--- src/rtl/mem_arbiter.sv ---
// mem_arbiter: shares one data-memory port between the IFU (read-only) and the
// LSU (read/write). One transaction is in flight at a time, sequenced by an
// IDLE -> REQ -> WAIT FSM. Requests use valid/ready handshakes; responses are
// registered one-cycle pulses.
//
// Build option: define ARB_RR_EN for round-robin arbitration on ties. Without it,
// the LSU has fixed priority over the IFU.
module mem_arbiter #(
  parameter int unsigned ADDR_W = 32,
  parameter int unsigned DATA_W = 32,
  parameter int unsigned MASK_W = 8
) (
  input  logic              clk,
  input  logic              rst,

  input  logic              ifu_req_valid,
  output logic              ifu_req_ready,
  input  logic [ADDR_W-1:0] ifu_addr,
  output logic              ifu_resp_valid,
  output logic [DATA_W-1:0] ifu_rdata,

  input  logic              lsu_req_valid,
  output logic              lsu_req_ready,
  input  logic [ADDR_W-1:0] lsu_addr,
  input  logic              lsu_wen,
  input  logic [DATA_W-1:0] lsu_wdata,
  input  logic [MASK_W-1:0] lsu_wmask,
  output logic              lsu_resp_valid,
  output logic [DATA_W-1:0] lsu_rdata,

  output logic              mem_req_valid,
  input  logic              mem_req_ready,
  output logic [ADDR_W-1:0] mem_addr,
  output logic              mem_wen,
  output logic [DATA_W-1:0] mem_wdata,
  output logic [MASK_W-1:0] mem_wmask,
  input  logic              mem_resp_valid,
  input  logic [DATA_W-1:0] mem_rdata,

  output logic              busy,
  output logic              owner
);

  typedef enum logic [1:0] {
    ST_IDLE = 2'd0,
    ST_REQ  = 2'd1,
    ST_WAIT = 2'd2
  } state_t;

  localparam logic OWN_IFU = 1'b0;
  localparam logic OWN_LSU = 1'b1;

  state_t state;
  state_t state_nxt;

  logic   grant_lsu;
  logic   accept;
  logic   resp_take;
  logic   resp_pulse;

  // A response is only honoured while waiting for one.
  assign resp_take  = (state == ST_WAIT) && mem_resp_valid;
  // No new grant in the cycle a response pulse is out: keeps accept-to-accept
  // at four cycles and lets a responding master's new request wait for the next IDLE.
  assign resp_pulse = ifu_resp_valid | lsu_resp_valid;
  assign accept     = ifu_req_ready | lsu_req_ready;

  // Arbitration winner; owner doubles as the last-granted pointer.
  always_comb begin
    grant_lsu = lsu_req_valid;
`ifdef ARB_RR_EN
    if (lsu_req_valid && ifu_req_valid) begin
      grant_lsu = (owner == OWN_IFU);
    end
`else
`endif
  end

  // State register.
  always_ff @(posedge clk) begin
    if (!rst) begin
      state <= ST_IDLE;
    end else begin
      state <= state_nxt;
    end
  end

  // Next-state logic.
  always_comb begin
    state_nxt = state;
    case (state)
      ST_IDLE: begin
        if (accept) begin
          state_nxt = ST_REQ;
        end
      end
      ST_REQ: begin
        if (mem_req_ready) begin
          state_nxt = ST_WAIT;
        end
      end
      ST_WAIT: begin
        if (mem_resp_valid) begin
          state_nxt = ST_IDLE;
        end
      end
      default: begin
        state_nxt = ST_IDLE;
      end
    endcase
  end

  // State-decoded outputs: combinational ready to the winner, memory request strobe, busy.
  always_comb begin
    ifu_req_ready = 1'b0;
    lsu_req_ready = 1'b0;
    mem_req_valid = 1'b0;
    busy          = 1'b1;
    case (state)
      ST_IDLE: begin
        busy = 1'b0;
        if (!resp_pulse) begin
          lsu_req_ready = lsu_req_valid && grant_lsu;
          ifu_req_ready = ifu_req_valid && !grant_lsu;
        end
      end
      ST_REQ: begin
        mem_req_valid = 1'b1;
      end
      default: begin
        mem_req_valid = 1'b0;
      end
    endcase
  end

  // Latch the accepted request fields and the owning master.
  always_ff @(posedge clk) begin
    if (!rst) begin
      mem_addr  <= '0;
      mem_wen   <= 1'b0;
      mem_wdata <= '0;
      mem_wmask <= '0;
      owner     <= OWN_LSU;
    end else if (lsu_req_ready) begin
      mem_addr  <= lsu_addr;
      mem_wen   <= lsu_wen;
      mem_wdata <= lsu_wdata;
      mem_wmask <= lsu_wmask;
      owner     <= OWN_LSU;
    end else if (ifu_req_ready) begin
      mem_addr  <= ifu_addr;
      mem_wen   <= 1'b0;
      mem_wdata <= '0;
      mem_wmask <= '0;
      owner     <= OWN_IFU;
    end
  end

  // Register the memory response into the owner's one-cycle pulse and read data.
  always_ff @(posedge clk) begin
    if (!rst) begin
      ifu_resp_valid <= 1'b0;
      lsu_resp_valid <= 1'b0;
      ifu_rdata      <= '0;
      lsu_rdata      <= '0;
    end else begin
      ifu_resp_valid <= resp_take && (owner == OWN_IFU);
      lsu_resp_valid <= resp_take && (owner == OWN_LSU);
      if (resp_take) begin
        if (owner == OWN_LSU) begin
          lsu_rdata <= mem_wen ? '0 : mem_rdata;
        end else begin
          ifu_rdata <= mem_rdata;
        end
      end
    end
  end

endmodule

--- config.mk ---
export PLATFORM = sky130hd
export DESIGN_NAME = mem_arbiter
export DESIGN_NICKNAME = d
export VERILOG_FILES = /design/src/rtl/mem_arbiter.sv
export SDC_FILE = /design/constraint.sdc
export NUM_CORES = 1
export LEC_CHECK = 0
export CELL_PAD_IN_SITES_DETAIL_PLACEMENT = 0
export CELL_PAD_IN_SITES_GLOBAL_PLACEMENT = 1
export CORE_ASPECT_RATIO = 1.1
export CORE_MARGIN = 2
export CORE_UTILIZATION = 32
export CTS_BUF_LIST = sky130_fd_sc_hd__clkbuf_2
export DETAILED_ROUTE_END_ITERATION = 12
export GPL_TIMING_DRIVEN = 0
export PLACE_DENSITY_LB_ADDON = 0.1
export SYNTH_ARGS = -nofsm -noshare
export SYNTH_HDL_FRONTEND = slang
export SYNTH_SLANG_ARGS = --single-unit
--- constraint.sdc ---
create_clock -name clk -period 4.6 [get_ports clk]
set_clock_uncertainty 0.15 [all_clocks]
set_input_delay 1.38 -clock clk [delete_from_list [all_inputs] [get_ports clk]]
set_output_delay 1.38 -clock clk [all_outputs]
set_load 0.02 [all_outputs]
==> run_results.csv <==
group,metric,value,unit
status,status,"completed",
synthesis,synth_area_leaders,"dfxtp_1, a22o_1, a2bb2oi_2",
synthesis,yosys.area.top_type,"dfxtp_1",
power,switching_share,28.5,%
worst_setup_path,critPathRequiredTime,3.07,ns
sta,slew_headroom,66.3,%
grt,first_global_vias,5003,
worst_setup_path,rr_startpoint,"state[1]",
synthesis,netlist_area,5340,sq um
power,p_sw,829,uW
placed_design,placedCellCount,969,
power,powerDensity,331,nW/um^2
placed_design,placed_area,8460,sq um
power,p_clk_share,29.6,%
worst_setup_path,r2r_slack,2.80,ns
sta,report.final.hold_viol_count,0,
sta,fin_crit,4.51,ns
synthesis,netlist_instances,479,
sta,worst_pin_slew,0.500,ns
sta,finalSetupTns,0,ns
die,core,16400,sq um
cts,clock_latency,0.68,ns
cts,clk_pin_slew,0.19,ns
finish,multiInputGateArea,2160,sq um
sta,fin_crit_sh,98.0,%
die,die_h,139,um
worst_setup_path,r2r_cells,4,
die,io_pins,287,
die,die_x,127,um
grt,grt_use_total,19.1,%
power,total_power,2.90,mW
power,internal-power,2.08,mW
synthesis,synth_nets,622,
drt,antenna_left,0,
synthesis,ys_types,34,
synthesis,ys_ff_latch,142,
worst_setup_path,endpoint_kind,"output pin",
grt,antenna_found_initial,1,
cts,cts.path.max_buffers,2,
worst_setup_path,critPathMaxFanout,10,
cts,clockRootBuffer,"clkbuf_2",
worst_hold_path,hold_path.class,"reg2reg",
die,die-area,17700,sq um
cts,cts_made_buffers,17,
worst_hold_path,min-delay-start,"ifu_rdata[29]",
cts,postCtsSetupRepairBufs,0,
drt,routed_via_density,4.83,
synthesis,synth_top_area_share,53.3,%
synthesis,ys_seq_area_share,53.3,%
cts,cts.sinks,142,
die,rows,49,
synthesis,synthArstFlopShare,0,%
finish,fin_area,8760,sq um
grt,grt_overflow,0,
power,leakagePower,3.21,nW
worst_hold_path,whs_path_depth,2,
worst_setup_path,path_class,"in2out",
sta,slew_violations,0,
drt,wl_per_cell,16.8,um
synthesis,yosys_warnings,0,
cts,postCtsHoldBufs,0,
finish,seq_area,2840,sq um
power,irDropWorstVdd,0.153,mV
worst_setup_path,r2r-end,"mem_wmask[3]",
placed_design,gp_congestion,0.771,
finish,drive_gt1_share,12.0,%
drt,firstDrtPassIters,4,
flow_run,cap_violations,0,
power,pwr-share-comb,23.4,%
finish,fin_nets,927,
synthesis,syn_area_per_cell,11.1,sq um
finish,areaGrowthSynthToFinish,64.2,%
synthesis,synthFlopType,"dfxtp_1",
drt,drt_iter0_drc,187,
worst_setup_path,crit_arrival,2.98,ns
die,initial_utilization,32.6,%
sta,rsz0062_at_grt,"no",
power,p_seq_share,47.0,%
worst_hold_path,hold_path_end,"ifu_rdata[29]",
sta,clock.fmax,222,MHz
placed_design,port_buffers,286,
cts,h-tree-depth,4,
sta,worst_hold_slack,0.319,ns
grt,grt_pass1_wl,26.7,mm
finish,final_cells,1003,
placed_design,hpwlAfterDp,13.0,mm
drt,num_vias,4843,
drt,wl,16.8,mm
cts,cts_tree,"yes",
drt,drcViolationCount,0,
synthesis,synth_edf_count,0,
worst_setup_path,critPathLaunchType,"input port",
finish,n_fill_cell,1512,
grt,grt_max_degree,17,
sta,setup_viol_count_final,0,
-- kinds of logic (layout without fill, tap and decap cells) --
logic type	Yosys count	after routing	share of synthesized area, %
other	0	2	0
DFF	142	142	53.3
and+or+nand+nor	115	115	10.7
buffers and inverters	48	366	6.35
AOI/OAI and AO/OA	174	174	29.7
-- worst max path at each step --
stage	start	endpoint
final	lsu_req_valid	ifu_req_ready
after global routing	lsu_req_valid	ifu_req_ready
after CTS	lsu_req_valid	ifu_req_ready
after detailed placement	lsu_req_valid	lsu_req_ready
after global placement	lsu_req_valid	lsu_req_ready
after floorplan	lsu_req_valid	lsu_req_ready
-- state kept, by name (all words and copies together), names as in the netlist --
| signal | count |
|---|---|
| ifu_rdata | 32 |
| lsu_rdata | 32 |
| mem_addr | 32 |
| mem_wdata | 32 |
| mem_wmask | 8 |
| state | 2 |
| ifu_resp_valid | 1 |
| lsu_resp_valid | 1 |
| mem_wen | 1 |
| owner | 1 |
-- placed cells by master, fill, tap and decap left out, drive strengths merged, types with 2 or more instances in the layout --
master,instances
o311ai,27
nor2,5
or2,2
clkinv,5
clkbuf,36
clkdlybuf4s50,285
nand2b,30
dfxtp,142
buf,27
bufinv,4
nor2b,2
clkinvlp,2
inv,6
o221ai,4
nand2,66
a2bb2oi,31
diode,2
a22o,73
a21oi,33
and2,2
o21a,2
-- critical path: stages --
cell	delay, ns
clkdlybuf4s50_1	0.56
clkbuf_2	0.26
nor2_1	0.13
clkdlybuf4s50_1	0.64
-- metrics by stage --
stage          util [%]  worst slack, ns
5_1_grt            53.5           0.0335
3_3_place_gp       51.7           -0.202
2_1_floorplan         -             1.16
3_5_place_dp       51.7           -0.240
6_report           53.5           0.0918
4_1_cts            53.5           0.0934
-- layer usage --
metal	part of all wire [%]	GRT usage, %	up-vias
li1	-	-	2385
met1	41	22.2	2252
met2	49	32.5	186
met3	7.9	6.73	20
met4	1.8	6.54	0
met5	0	0	-
-- cell usage after synthesis, types with 3 or more instances --
cell type  count
o311ai_0      27
buf_12         7
nor2_1         5
buf_2         15
dfxtp_1      142
a22o_1        73
o221ai_1       4
clkbuf_1      18
nand2b_1      30
a21oi_1       32
a2bb2oi_2     30
buf_4          3
nand2_1       66
-- power by group through the flow --
stage	clock network (mW)	logic [mW]	registers (mW)
2_1_floorplan	0	0.250	1.48
3_3_place_gp	0	0.679	1.39
3_5_place_dp	0	0.684	1.39
4_1_cts	0.892	0.687	1.37
5_1_grt	0.949	0.721	1.38
6_report	0.860	0.679	1.36
-- layout make-up --
class                      count  share of cell area (%)
sequential                   142                    32.4
tap                          204                    2.91
antenna                        2                  0.0571
clock inverter                14                    2.37
clock buffer                  18                    1.03
inverter                       3                   0.129
multi-input combinational    289                    24.6
timing repair buffer         286                    32.7
buffer                        45                    3.80
-- what timing repair did --
action                     in CTS  in global routing
resized for setup               4                  0
hold endpoints to repair        0                  0
setup endpoints to repair       2                  0
Note: power is estimated with default switching activity, not from simulation.
